[src/rtl/pipelined_barrel_shifter.sv]
// Pipelined barrel shifter: rotate/shift WIDTH-bit data by 0..WIDTH-1 positions in SHW
// registered stages. Stage k shifts by 2**k when its amount bit is set. A valid/ready handshake
// runs on both sides, and a combinational ready chain lets every stage move forward when the
// stages ahead of it have room.
//
// Parameters:
//   WIDTH       data width, a power of two in 4..64
//   SHW         log2(WIDTH), fixed: shift-amount width and stage count
// Ports:
//   clk         clock; all state changes on its rising edge
//   rst_n       asynchronous active-low reset
//   flush       synchronous clear of all in-flight beats; blocks input for that cycle
//   in_valid    input beat offered
//   in_ready    input beat accepted when in_valid && in_ready
//   in_data     value to shift
//   in_amt      shift amount
//   in_mode     00 ROR, 01 ROL, 10 SRL, 11 SRA
//   out_valid   result beat valid
//   out_ready   downstream accepts result when out_valid && out_ready
//   out_data    shifted result
//   out_zero    (SHIFTER_STATUS_EN only) result is zero
//   out_carry   (SHIFTER_STATUS_EN only) last bit shifted out by SRL/SRA, else 0
//
// Build option: define SHIFTER_STATUS_EN to add the out_zero/out_carry status outputs.

module pipelined_barrel_shifter #(
  parameter int unsigned WIDTH = 16,
  localparam int unsigned SHW  = $clog2(WIDTH)
) (
  input  logic             clk,
  input  logic             rst_n,
  input  logic             flush,
  input  logic             in_valid,
  output logic             in_ready,
  input  logic [WIDTH-1:0] in_data,
  input  logic [SHW-1:0]   in_amt,
  input  logic [1:0]       in_mode,
  output logic             out_valid,
  input  logic             out_ready,
  output logic [WIDTH-1:0] out_data
`ifdef SHIFTER_STATUS_EN
  ,
  output logic             out_zero,
  output logic             out_carry
`endif
);

  if (WIDTH < 4 || WIDTH > 64 || (WIDTH & (WIDTH - 1)) != 0) begin : g_bad_width
    $error("pipelined_barrel_shifter: WIDTH must be a power of two in 4..64");
  end

  typedef enum logic [1:0] {
    ModeRor = 2'b00,
    ModeRol = 2'b01,
    ModeSrl = 2'b10,
    ModeSra = 2'b11
  } mode_e;

  logic [SHW-1:0]            w_vld;
  logic [SHW-1:0]            w_en;
  logic [SHW-1:0][WIDTH-1:0] w_q_data;
  // Each stage stores its amount already shifted down, so the next stage always uses bit 0.
  logic [SHW-1:0][SHW-1:0]   w_q_amt;
  logic [SHW-1:0][1:0]       w_q_mode;
  logic                      w_accept;
`ifdef SHIFTER_STATUS_EN
  logic [SHW-1:0]            w_q_carry;
  logic                      r_zero;
`endif

  // Flush wins over a simultaneous input beat.
  assign in_ready = w_en[0] & ~flush;
  assign w_accept = in_valid & in_ready;

  for (genvar k = 0; k < SHW; k++) begin : g_stage
    localparam int unsigned S = 2 ** k;

    logic [WIDTH-1:0] w_src_data;
    logic [WIDTH-1:0] w_shift_data;
    logic [SHW-1:0]   w_src_amt;
    logic [1:0]       w_src_mode;
    logic             w_src_vld;

    logic             r_vld;
    logic [WIDTH-1:0] r_data;
    logic [SHW-1:0]   r_amt;
    logic [1:0]       r_mode;
`ifdef SHIFTER_STATUS_EN
    logic             w_src_carry;
    logic             w_shift_carry;
    logic             r_carry;
`endif

    if (k == 0) begin : g_src_in
      assign w_src_data  = in_data;
      assign w_src_amt   = in_amt;
      assign w_src_mode  = in_mode;
      assign w_src_vld   = w_accept;
`ifdef SHIFTER_STATUS_EN
      assign w_src_carry = 1'b0;
`endif
    end else begin : g_src_prev
      assign w_src_data  = w_q_data[k-1];
      assign w_src_amt   = w_q_amt[k-1];
      assign w_src_mode  = w_q_mode[k-1];
      assign w_src_vld   = w_vld[k-1];
`ifdef SHIFTER_STATUS_EN
      assign w_src_carry = w_q_carry[k-1];
`endif
    end

    always_comb begin
      w_shift_data = w_src_data;
      if (w_src_amt[0]) begin
        case (mode_e'(w_src_mode))
          ModeRor: w_shift_data = {w_src_data[S-1:0], w_src_data[WIDTH-1:S]};
          ModeRol: w_shift_data = {w_src_data[WIDTH-S-1:0], w_src_data[WIDTH-1:WIDTH-S]};
          ModeSrl: w_shift_data = {{S{1'b0}}, w_src_data[WIDTH-1:S]};
          ModeSra: w_shift_data = {{S{w_src_data[WIDTH-1]}}, w_src_data[WIDTH-1:S]};
          default: w_shift_data = w_src_data;
        endcase
      end
    end

`ifdef SHIFTER_STATUS_EN
    // Low amount bits are consumed first, so the last shifting stage drops in_data[amt-1].
    assign w_shift_carry = (w_src_amt[0] && w_src_mode[1]) ? w_src_data[S-1] : w_src_carry;
`endif

    // A stage may load when it or any stage ahead of it is empty, or the output drains.
    assign w_en[k] = out_ready | ~(&w_vld[SHW-1:k]);

    always_ff @(posedge clk or negedge rst_n) begin
      if (!rst_n) begin
        r_vld   <= 1'b0;
        r_data  <= '0;
        r_amt   <= '0;
        r_mode  <= '0;
`ifdef SHIFTER_STATUS_EN
        r_carry <= 1'b0;
`endif
      end else begin
        if (flush) begin
          r_vld <= 1'b0;
        end else if (w_en[k]) begin
          r_vld <= w_src_vld;
        end
        // Payload only moves with a valid beat; a stalled stage holds its contents.
        if (w_en[k] && w_src_vld) begin
          r_data  <= w_shift_data;
          r_amt   <= w_src_amt >> 1;
          r_mode  <= w_src_mode;
`ifdef SHIFTER_STATUS_EN
          r_carry <= w_shift_carry;
`endif
        end
      end
    end

    assign w_vld[k]     = r_vld;
    assign w_q_data[k]  = r_data;
    assign w_q_amt[k]   = r_amt;
    assign w_q_mode[k]  = r_mode;
`ifdef SHIFTER_STATUS_EN
    assign w_q_carry[k] = r_carry;

    if (k == SHW - 1) begin : g_zero
      always_ff @(posedge clk or negedge rst_n) begin
        if (!rst_n) begin
          r_zero <= 1'b0;
        end else if (w_en[k] && w_src_vld) begin
          r_zero <= (w_shift_data == '0);
        end
      end
    end
`endif
  end

  assign out_valid = w_vld[SHW-1];
  assign out_data  = w_q_data[SHW-1];
`ifdef SHIFTER_STATUS_EN
  assign out_zero  = r_zero;
  assign out_carry = w_q_carry[SHW-1];
`endif

  // The final stage's amount and mode have no consumer.
  logic w_unused;
  assign w_unused = ^{w_q_amt[SHW-1], w_q_mode[SHW-1]};

endmodule
[config.mk]
export PLATFORM = sky130hd
export DESIGN_NAME = pipelined_barrel_shifter
export DESIGN_NICKNAME = d
export VERILOG_FILES = /design/src/rtl/pipelined_barrel_shifter.sv
export SDC_FILE = /design/constraint.sdc
export NUM_CORES = 1
export LEC_CHECK = 0
export ABC_AREA = 1
export ABC_CLOCK_PERIOD_IN_PS = 3400
export BUFFER_PORTS_ARGS = -buffer_cell sky130_fd_sc_hd__buf_2
export CORE_MARGIN = 3
export CORE_UTILIZATION = 64
export DETAILED_ROUTE_END_ITERATION = 8
export GPL_TIMING_DRIVEN = 0
export PLACE_DENSITY = 0.85
export SLEW_MARGIN = 20
export SYNTH_ARGS = -nofsm -noshare
export SYNTH_HDL_FRONTEND = slang
export SYNTH_SLANG_ARGS = --single-unit
[constraint.sdc]
create_clock -name clk -period 3.4 [get_ports clk]
set_clock_uncertainty 0.15 [all_clocks]
set_input_delay 0.17 -clock clk [delete_from_list [all_inputs] [get_ports clk]]
set_output_delay 0.17 -clock clk [all_outputs]
set_load 0.005 [all_outputs]
* Yosys cells after proc, flatten, opt, wreduce, memory -nomap -nowiden
Index checks and enable logic that the tools add are counted.
** Cells by class
- Eq/ne operators :: 12
- Multiplexer cells :: 16
- Bitwise logic cells :: 11
- Reduce and logical (&&, ||, !) cells :: 16
** Operators by type and width (number)
- $pmux 16 s4 :: 3
- $mux 16 :: 4
- $pmux 16 s3 :: 1
- $eq 2x2->1 const B :: 8
- $eq 2x1->1 const B :: 4
- $logic_not 2->1 :: 4
- $mux 1 :: 8
- $reduce_bool 2->1 :: 4
- $not 1->1 :: 5
- $logic_and 1x1->1 :: 4
- $or 1x1->1 :: 4
- $reduce_and 4->1 :: 1
- $reduce_and 3->1 :: 1
- $and 1x1->1 :: 2
- $reduce_and 2->1 :: 1
- $reduce_or 2->1 :: 1
** Storage, ports and cells
- Flip-flop bits (word level) :: 80
- Output and inout port bits :: 18

* Depth between registers and ports, before layout
- Depth in word-level cells :: 7
- Depth in mapped cells :: 8
- Mapped depth without buffers :: 7

* Least setup slack after synthesis
No wires, ideal clock.
- Kind :: reg-to-reg
- Start :: register g_stage[3].r_vld, in the netlist out_valid
- End :: register g_stage[0].r_amt[0]
- Setup time :: 0.065 ns
- Arrival time :: 1.128 ns
- Slack :: 2.057 ns
- Cell stages (with the launch flop) :: 9
- Path buffers :: 1
- Period minus slack after synthesis :: 1.343 ns
- Cell sequence :: dfrtp_1 > nand2_1 > nor2_1 > nand2_1 > nand2_1 > nor2_4 > buf_6 > nand2_1 > nand2_1
** Between the ends
- Cells in the longest elaborated chain, start to end :: 6
** Ends and longest elaborated chain
- start, declared :: line 84 : logic r_vld;
- start signal, assigned :: line 146 : r_vld <= w_src_vld;
- $reduce_and 4->1 * :: line 131 : assign w_en[k] = out_ready | ~(&w_vld[SHW-1:k]);
- $not 1->1 * :: line 131
- $or 1x1->1 * :: line 131
- $and 1x1->1 :: line 72 : assign in_ready = w_en[0] & ~flush;
- $and 1x1->1 :: line 73 : assign w_accept = in_valid & in_ready;
- $logic_and 1x1->1 * :: line 149 : if (w_en[k] && w_src_vld) begin
- end signal, assigned :: line 151 : r_amt <= w_src_amt >> 1;
- end, declared :: line 86 : logic [SHW-1:0] r_amt;
Mark *: on every way between the ends. The rest lies on a longest branch, timed or not.
A chain may end at the register's enable or synchronous reset.

* Worst setup path after layout
- Start :: register g_stage[3].r_vld, in the netlist out_valid
- End :: output port in_ready
** Between the ends
- Cells in the longest elaborated chain, start to end :: 4
** Ends and longest elaborated chain
- $reduce_and 4->1 :: line 131
- $not 1->1 :: line 131
- $or 1x1->1 :: line 131
- $and 1x1->1 :: line 72
- end, declared :: line 34 : output logic in_ready,
No other way between the ends.

==> out/qor.csv <==
metric,value,unit
netlist_area,0.00448,mm²
nets,774,
slew_violations,0,
cp.arrival,1390,ps
cts_setup_buffers,0,
relSlewSlack,70.3,%
viasPerCell,5.32,
dr.pass1.iters,5,
grt_pass1_wl,18900,µm
yosys.area.top_type_share,44.7,%
avgSynthCellArea,6.65,µm²
dieWidth,89.7,µm
ant_nets,0,
fin_tns_setup,0,ps
syn_nets,701,
power_leakage,2.91,nW
yosysSeqAreaShare,44.7,%
drive_gt1_share,11.7,%
wirelength,11200,µm
yosysWarnings,0,
worst_pin_slew,446,ps
io_buffers,42,
hold_viol_final,0,
ys_async_sr_fraction,100,%
vias,4495,
synth_commonest_cells,"nand2_1, dfrtp_1, inv_1, nand3_1, nor2_1",
netlist_top_cells_area,"dfrtp_1, nand2_1, nand3_1, inv_1, nor2_1",
synth_most_common_cell,nand2_1,
hpwl,8050,µm
cts.sinks,80,
ys_seq_elements,80,
fp.dieH,89.7,µm
use_met1,36.8,%
cp_max_fo,6,
clock_latency,350,ps
cts_tree,yes,
area_growth,16.8,%
final_core_util,79.7,%
dieArea,0.00805,mm²
p_per_area,538,mW/mm²
worstHoldPathType,input port to register,
grt_max_degree,55,
cts-root-buf,clkbuf_8,
diodes,0,
rsz0062_at_grt,no,
start_util,68.3,%
setup_ws,1690,ps
setup_violations,0,
postCtsResizedCells,0,
grtUsageMet3,4.29,%
yosysTopAreaCell,dfrtp_1,
startpoint_type,register,
grt.total_usage,30.5,%
antenna_found_initial,0,
status,completed,
critPathRequiredTime,3080,ps
nFillCells,475,
grt_pass1_vias,4198,
ctsHoldBuffers,19,
hold_slack,2.04,ps
crit_type,register to primary output,
clk_pin_slew_worst_paths,80,ps
dp_slack,1840,ps
cts_max_level,3,
pin_count,45,
vdd_drop_max,277,µV
drtIter0Drc,309,
synth-main-ff-cell,dfrtp_1,
row_count,29,
route.detailed.drc,0,
coreArea,0.00657,mm²
max_cap_viol_count,0,
yosysUniqueCellTypes,20,
finalCriticalPeriod,1710,ps
finalCritPeriodShare,50.4,%
cts_buffers,9,
cp-end-kind,primary output,
timing.fmax,0.584,GHz
busiest_layer,met2,
post_drt_wl_per_cell,13.3,µm
grt-ovfl-total,0,
synth-edff-count,0,
grt_use_met2,55.2,%
place.gp.congestion,0.921,
ctsLongestPathBuffers,2,
synthCells,674,
[layer usage]
layer	share of wire (%)	up-vias
met2	51	168
met5	0	-
met4	2.1	0
met1	41	2077
met3	5.4	23
li1	-	2227
[placed cells by master (no fill, tap or decap)]
cell / count
inv_1: 74
nand2_1: 303
buf_16: 1
buf_1: 3
nor2_4: 1
a21oi_2: 1
bufinv_16: 1
buf_4: 5
a31oi_1: 8
buf_6: 1
clkinv_1: 2
clkinvlp_4: 2
clkinv_2: 2
o21ai_0: 30
nand3_1: 65
nand2_2: 2
a21oi_1: 31
dfrtp_1: 80
clkbuf_8: 11
nor2_2: 1
nand4_1: 1
nor2_1: 44
clkbuf_1: 4
nand3_2: 1
buf_2: 59
dlygate4sd3_1: 19
[final timing paths]
check	start	endpoint	slack, ps	depth (start not counted)
max	out_valid$_DFFE_PN0P_	in_ready	1690	6
min	in_data[0]	g_stage[0].r_data[0]$_DFFE_PN0P_	2	5
max reg2reg	out_valid$_DFFE_PN0P_	g_stage[1].r_data[10]$_DFFE_PN0P_	1820	6
min reg2reg	out_data[11]$_DFFE_PN0P_	out_data[11]$_DFFE_PN0P_	330	2
max in group asynchronous	rst_n	g_stage[2].r_data[4]$_DFFE_PN0P_	2410	3
min in group asynchronous	rst_n	out_data[8]$_DFFE_PN0P_	120	2
[state kept, by name, indices dropped and copies added, names as in the netlist]
name / flops
g_stage.r_amt: 6
g_stage.r_data: 48
out_data: 16
out_valid: 1
g_stage.r_mode: 6
g_stage.r_vld: 3
[final cells by class]
cell class	count	area (µm²)	share of cell area [%]
buffer	30	158	3.01
clock buffer	11	151	2.89
clock inverter	5	55.1	1.05
inverter	76	285	5.45
multi-input combinational	488	2040	38.9
sequential	80	2000	38.2
tap	93	116	2.22
timing repair buffer	62	430	8.22
[power breakdown]
group | leakage (nW) | switching [mW] | internal [mW] | total (mW)
logic | 1.82 | 0.458 | 0.298 | 0.755
registers | 0.989 | 0.185 | 1.16 | 1.34
clock network | 0.101 | 0.346 | 0.377 | 0.722
[per-stage QoR]
stage	std cells	cell area [µm²]	power (mW)
6_report	845	5240	2.82
3_3_place_gp	809	4810	2.05
3_5_place_dp	810	4840	2.08
4_1_cts	845	5240	2.81
5_1_grt	845	5240	3.01
2_1_floorplan	674	4480	1.80
[cell families (layout without fill, tap and decap cells)]
family          Yosys count  in the layout  share of synthesized area, %
simple gates            418            418                          37.3
compound gates           70             70                          8.12
flops                    80             80                          44.7
buf+inv                 106            184                          9.88
[critical path, cell delays in order (launching register included)]
cell and delay [ps]:
dfrtp_1 450, nand2_1 70, nor2_1 90, nand2_1 110, nand2_1 140, inv_1 50, buf_2 120
No activity file was read; power rests on OpenSTA's default activity.
